[src/rtl/usb_rx_txn_ctrl_if.sv]
// Handshake bundle between the host transaction FSM / receive stream (master)
// and the receive transaction sequencer (slave).
interface usb_rx_txn_ctrl_if;
    logic       start;
    logic       expect_data;
    logic       NRZI_active;
    logic       stream_done;
    logic       stream_error;
    logic [3:0] rx_pid;
    logic       decode;
    logic       kill;
    logic       busy;
    logic       retry_req;
    logic       result_valid;
    logic [2:0] result;
    logic [3:0] retry_cnt;

    modport master (
        output start, expect_data, NRZI_active, stream_done, stream_error, rx_pid,
        input  decode, kill, busy, retry_req, result_valid, result, retry_cnt
    );

    modport slave (
        input  start, expect_data, NRZI_active, stream_done, stream_error, rx_pid,
        output decode, kill, busy, retry_req, result_valid, result, retry_cnt
    );
endinterface

[src/rtl/usb_rx_txn_ctrl.sv]
// Receive transaction sequencer: arms the receive stream, enforces turnaround
// and packet watchdogs, classifies the received PID and manages bounded retries.
module usb_rx_txn_ctrl #(
    parameter logic [15:0] TURNAROUND = 16'd255,
    parameter logic [15:0] PKT_MAX    = 16'd200,
    parameter logic [3:0]  MAX_RETRY  = 4'd8
) (
    input logic              clk,
    input logic              rst_L,
    usb_rx_txn_ctrl_if.slave bus
);
    typedef enum logic [2:0] {
        IDLE, ARM, WAIT_START, RECV, KILL, EVAL, WAIT_RESEND, DONE
    } state_t;

    localparam logic [3:0] PID_ACK   = 4'b0010;
    localparam logic [3:0] PID_NAK   = 4'b1010;
    localparam logic [3:0] PID_DATA0 = 4'b0011;

    localparam logic [2:0] RES_ACK      = 3'd0;
    localparam logic [2:0] RES_NAK      = 3'd1;
    localparam logic [2:0] RES_DATA_OK  = 3'd2;
    localparam logic [2:0] RES_FAIL_TO  = 3'd3;
    localparam logic [2:0] RES_FAIL_ERR = 3'd4;

    state_t      state;
    logic [15:0] timer;
    logic        exp_q;
    logic        err_q;
    logic [3:0]  pid_q;
    logic        decode_q, kill_q, busy_q, retry_req_q, result_valid_q;
    logic [2:0]  result_q;
    logic [3:0]  retry_cnt_q;

    logic        eval_ok;
    logic [2:0]  eval_res;
    logic        fail_go;
    logic [2:0]  fail_res;
    logic [3:0]  cnt_next;

    always_comb begin
        eval_ok  = 1'b0;
        eval_res = RES_ACK;
        if (!err_q) begin
            if (!exp_q && pid_q == PID_ACK) begin
                eval_ok  = 1'b1;
                eval_res = RES_ACK;
            end else if (!exp_q && pid_q == PID_NAK) begin
                eval_ok  = 1'b1;
                eval_res = RES_NAK;
            end else if (exp_q && pid_q == PID_DATA0) begin
                eval_ok  = 1'b1;
                eval_res = RES_DATA_OK;
            end
        end

        // FAIL is resolved on the transition into it, so retry_req/result_valid
        // appear one cycle after the failing condition is seen.
        fail_go  = 1'b0;
        fail_res = RES_FAIL_TO;
        case (state)
            WAIT_START: fail_go = !bus.stream_done && !bus.NRZI_active && (timer == TURNAROUND);
            KILL:       fail_go = 1'b1;
            EVAL: begin
                fail_go  = !eval_ok;
                fail_res = RES_FAIL_ERR;
            end
            default: ;
        endcase
        cnt_next = retry_cnt_q + 4'd1;
    end

    always_ff @(posedge clk) begin
        if (!rst_L) begin
            state          <= IDLE;
            timer          <= '0;
            exp_q          <= 1'b0;
            err_q          <= 1'b0;
            pid_q          <= '0;
            decode_q       <= 1'b0;
            kill_q         <= 1'b1;
            busy_q         <= 1'b0;
            retry_req_q    <= 1'b0;
            result_valid_q <= 1'b0;
            result_q       <= RES_ACK;
            retry_cnt_q    <= '0;
        end else begin
            decode_q       <= 1'b0;
            kill_q         <= 1'b1;
            retry_req_q    <= 1'b0;
            result_valid_q <= 1'b0;
            case (state)
                IDLE: if (bus.start) begin
                    exp_q       <= bus.expect_data;
                    retry_cnt_q <= '0;
                    result_q    <= RES_ACK;
                    decode_q    <= 1'b1;
                    busy_q      <= 1'b1;
                    state       <= ARM;
                end
                ARM: begin
                    timer <= '0;
                    state <= WAIT_START;
                end
                WAIT_START: begin
                    if (bus.stream_done) begin
                        err_q <= bus.stream_error;
                        pid_q <= bus.rx_pid;
                        state <= EVAL;
                    end else if (bus.NRZI_active) begin
                        timer <= '0;
                        state <= RECV;
                    end else if (!fail_go && timer != '1) begin
                        timer <= timer + 16'd1;
                    end
                end
                RECV: begin
                    if (bus.stream_done) begin
                        err_q <= bus.stream_error;
                        pid_q <= bus.rx_pid;
                        state <= EVAL;
                    end else if (timer == PKT_MAX) begin
                        kill_q <= 1'b0;
                        state  <= KILL;
                    end else if (timer != '1) begin
                        timer <= timer + 16'd1;
                    end
                end
                EVAL: if (eval_ok) begin
                    result_q       <= eval_res;
                    result_valid_q <= 1'b1;
                    state          <= DONE;
                end
                WAIT_RESEND: if (bus.start) begin
                    exp_q    <= bus.expect_data;
                    decode_q <= 1'b1;
                    state    <= ARM;
                end
                DONE: begin
                    busy_q <= 1'b0;
                    state  <= IDLE;
                end
                default: ;
            endcase

            if (fail_go) begin
                retry_cnt_q <= cnt_next;
                if (cnt_next < MAX_RETRY) begin
                    retry_req_q <= 1'b1;
                    state       <= WAIT_RESEND;
                end else begin
                    result_q       <= fail_res;
                    result_valid_q <= 1'b1;
                    state          <= DONE;
                end
            end
        end
    end

    assign bus.decode       = decode_q;
    assign bus.kill         = kill_q;
    assign bus.busy         = busy_q;
    assign bus.retry_req    = retry_req_q;
    assign bus.result_valid = result_valid_q;
    assign bus.result       = result_q;
    assign bus.retry_cnt    = retry_cnt_q;
endmodule

[src/flat_wrapper.sv]
// flat-port wrapper written by rule: the top's interface ports become plain ports
module usb_rx_txn_ctrl_flat 
#(
    parameter logic [15:0] TURNAROUND = 16'd255,
    parameter logic [15:0] PKT_MAX    = 16'd200,
    parameter logic [3:0]  MAX_RETRY  = 4'd8
)
  (clk, rst_L, bus_start, bus_expect_data, bus_NRZI_active, bus_stream_done, bus_stream_error, bus_rx_pid, bus_decode, bus_kill, bus_busy, bus_retry_req, bus_result_valid, bus_result, bus_retry_cnt);
  usb_rx_txn_ctrl_if bus_i ();
  input logic clk;
  input logic rst_L;
  input wire logic [$bits(bus_i.start)-1:0] bus_start;
  input wire logic [$bits(bus_i.expect_data)-1:0] bus_expect_data;
  input wire logic [$bits(bus_i.NRZI_active)-1:0] bus_NRZI_active;
  input wire logic [$bits(bus_i.stream_done)-1:0] bus_stream_done;
  input wire logic [$bits(bus_i.stream_error)-1:0] bus_stream_error;
  input wire logic [$bits(bus_i.rx_pid)-1:0] bus_rx_pid;
  output wire logic [$bits(bus_i.decode)-1:0] bus_decode;
  output wire logic [$bits(bus_i.kill)-1:0] bus_kill;
  output wire logic [$bits(bus_i.busy)-1:0] bus_busy;
  output wire logic [$bits(bus_i.retry_req)-1:0] bus_retry_req;
  output wire logic [$bits(bus_i.result_valid)-1:0] bus_result_valid;
  output wire logic [$bits(bus_i.result)-1:0] bus_result;
  output wire logic [$bits(bus_i.retry_cnt)-1:0] bus_retry_cnt;
  assign bus_i.start = bus_start;
  assign bus_i.expect_data = bus_expect_data;
  assign bus_i.NRZI_active = bus_NRZI_active;
  assign bus_i.stream_done = bus_stream_done;
  assign bus_i.stream_error = bus_stream_error;
  assign bus_i.rx_pid = bus_rx_pid;
  assign bus_decode = bus_i.decode;
  assign bus_kill = bus_i.kill;
  assign bus_busy = bus_i.busy;
  assign bus_retry_req = bus_i.retry_req;
  assign bus_result_valid = bus_i.result_valid;
  assign bus_result = bus_i.result;
  assign bus_retry_cnt = bus_i.retry_cnt;
  usb_rx_txn_ctrl #(.TURNAROUND(TURNAROUND), .PKT_MAX(PKT_MAX), .MAX_RETRY(MAX_RETRY)) u_core (.clk(clk), .rst_L(rst_L), .bus(bus_i));
endmodule
[config.mk]
export PLATFORM = sky130hd
export DESIGN_NAME = usb_rx_txn_ctrl_flat
export DESIGN_NICKNAME = d
export VERILOG_FILES = /design/src/rtl/usb_rx_txn_ctrl_if.sv /design/src/rtl/usb_rx_txn_ctrl.sv /design/src/flat_wrapper.sv
export SDC_FILE = /design/constraint.sdc
export NUM_CORES = 1
export LEC_CHECK = 0
export BUFFER_PORTS_ARGS = -buffer_cell sky130_fd_sc_hd__buf_2
export CAP_MARGIN = 20
export CORE_ASPECT_RATIO = 0.8
export CORE_UTILIZATION = 56
export DETAILED_ROUTE_END_ITERATION = 16
export PLACE_DENSITY = 0.76
export SYNTH_ARGS = -nofsm -noshare
export SYNTH_HDL_FRONTEND = slang
export SYNTH_SLANG_ARGS = --single-unit
[constraint.sdc]
create_clock -name clk -period 2.7 [get_ports clk]
set_input_delay 0.135 -clock clk [delete_from_list [all_inputs] [get_ports clk]]
set_output_delay 0.135 -clock clk [all_outputs]
set_load 0.05 [all_outputs]
==> run metrics <==
most frequent cells in the layout dfxtp_1 (37), nand2_1 (28), buf_2 (22), nand3_1 (18); Worst Tran Pin Value about 560 ps; setup TNS 0 ps; most common cell after layout, fill and taps aside dfxtp_1; Cell variety after synth 54; antenna cells 0; CTS max path bufs 2; DRT iter0 DRCs 150; first-pass GRT wire length approximately 7.6 mm; sequential fraction of the synthesis area 0.367; Via-to-Cell Ratio 5.94; Final Max Slew Viols 0; Crit Path Max Fanout 18; max_slew headroom 0.625; unrepaired setup endpoints after global routing no; leak pwr 0.842 nW; Die Ht 55.7 um; Post-CTS Setup Bufs 0; crit-path leading delay family simple AND/OR/NAND/NOR gates; critical path type reg2reg; Post-Route WL roughly 4.4 mm; total global-route track usage 0.247; area grow syn2layout 11.5%; Psw 0.688 mW; Final Hold Viols 0; initial core utilization 0.585; crit-path cells inv_1 -> ha_1 -> and3_1 -> and4_4 -> o211a_1 -> or4_4 -> o211ai_1 -> o31ai_1; Worst EP arrival roughly 2600 ps; Worst Hold Class in2reg; Design Power 1.83 mW; Die W 69.1 um; cts repair resizes 0; Most used DFF post-synth dfxtp_1; Synth top area share 0.367; Detailed Place HPWL 3.11 mm; Gate power share 0.353; Syn Nets 258; layout cells sized above 1 0.170; Tmin final 2440 ps; Final GP Congestion 0.816; Worst Skew 6.61 ps; outcome complete, no violations; crit path launch type register; DRC violations left 0; Placed Area between 2000 and 2500 um2; Pwr Density 812 nW/um2; nets 277; fraction of registers with async set/reset 0; Mapped Cells about 240; Crit. End Element register; Yosys top cell by area dfxtp_1; VDD IR max 0.000603 V; CTS tree built; initial antenna violation count 0; part of the cycle the worst path needs 0.902; WP buf/inv 1; internal power 1.14 mW; YS warnings 0; multi-input logic area around 1200 um2; H-tree levels 2; Cell Rows 19; WL per Instance 14.4 um; top post-synthesis cells by area dfxtp_1 (37%), nand2_1 (5.2%), nand3_1 (4.5%); Root Buffer clkbuf_8; register bit total from synthesis 37; Pre-antenna DRT Iters 11; final setup fails 0; fillcell total 292; global route overflow 0; core area around 3400 um2; Max Cap Violations 0; num ports 23; CP max-delay cell or4_4; vias 1,818; Num CTS Buffers 5; design area 2250 um2; synthesized cell area 2020 um2; Port Buf Inserts 22; Max Freq 0.411 GHz; die footprint 3850 um2; EDFF count, synth 0; CTS sink cnt 37; quantity of hold-fixing buffers added after cts 0; Sw Share 0.376; sequential power share 0.378; later-pin clock latency in the skew report 290 ps; largest net degree at the start of global routing 41; worst hold slack 101 ps; remaining antenna violation count 0; synthesized area per cell just over 8 um2; vias in the first global route 1,634; clock share of power 0.269; CP required 2850 ps; Register Area around 740 um2; Worst-path clk slew 70 ps; delay of the slowest critical-path stage about 650 ps
## cell usage after synthesis, types with 2 or more instances
cell and number:
o32ai_1 2, or2_2 4, a21o_1 2, and3_1 6
a21oi_1 11, a21boi_0 9, nor2_1 11, nor3b_1 3
nor2b_1 5, xor2_1 2, a31oi_1 7, clkbuf_1 7
dfxtp_1 37, o21bai_1 2, nand3b_1 4, and2_1 5
o31ai_1 8, nor4_1 3, nand3_1 18, nand4_1 2
buf_2 4, nor3_1 3, mux2i_1 3, a21boi_1 2
o211ai_1 8, inv_1 5, o21ai_0 11, ha_1 3
nand2b_1 5, nand2_1 28
## cell families after synthesis
| group | count (synthesis) | share of synthesized area |
|---|---|---|
| multiplexers | 3 | 0.0149 |
| XOR/XNOR | 2 | 0.00868 |
| flip-flops | 37 | 0.367 |
| AND/OR/NAND/NOR | 107 | 0.291 |
| AO/OA/AOI/OAI | 73 | 0.253 |
| adder cells (fa/ha/maj) | 3 | 0.0186 |
| buffers and inverters | 19 | 0.0471 |
## power by group through the flow
stage | clock network, mW | logic (mW) | registers, mW
after floorplan | 0 | 0.545 | 0.712
after global placement | 0 | 0.631 | 0.700
after detailed placement | 0 | 0.640 | 0.702
after CTS | 0.501 | 0.642 | 0.689
after global routing | 0.533 | 0.705 | 0.702
final | 0.493 | 0.645 | 0.691
## tightest hold or removal path: cells and delay by family
kind            cells  cell delay (ps)
buf+inv             1               90
compound gates      1               70
simple gates        1               60
## metal layers
metal	GRT usage	vias to the layer above	routed length, um
met1	0.349	820	2180
met2	0.358	54	1900
met4	0.0758	0	45
met3	0.0797	6	281
li1	-	938	-
met5	0	-	0
## final timing paths
check	from	to	slack, ps	cells past startpoint
max	u_core.timer[0]$_SDFFE_PN0P_	u_core.timer[12]$_SDFFE_PN0P_	260	8
min	bus_rx_pid[0]	u_core.pid_q[0]$_SDFFE_PN0P_	100	3
max reg2reg	u_core.timer[0]$_SDFFE_PN0P_	u_core.timer[12]$_SDFFE_PN0P_	260	8
min reg2reg	u_core.pid_q[1]$_SDFFE_PN0P_	u_core.pid_q[1]$_SDFFE_PN0P_	470	2
## sequential cells by signal, indices dropped and copies added (netlist names), 3 cells and up
signal,cells
u_core.bus.result,3
u_core.bus.retry_cnt,4
u_core.pid_q,4
u_core.state,3
u_core.timer,16
## cell type report
type / count / area share
Sequential cell: 37 / 0.329
Multi-Input combinational cell: 188 / 0.525
Clock inverter: 1 / 0.0133
Clock buffer: 7 / 0.0384
Tap cell: 42 / 0.0233
Timing Repair Buffer: 26 / 0.0623
Inverter: 5 / 0.00834
## metrics by stage
stage / cells / worst slack (ps) / utilization
after global placement: 298 / 405 / 0.619
after global routing: 306 / 114 / 0.653
after CTS: 306 / 260 / 0.653
after floorplan: 244 / 398 / -
after detailed placement: 298 / 346 / 0.619
final: 306 / 264 / 0.653
Note: power is estimated with default switching activity, not from simulation.
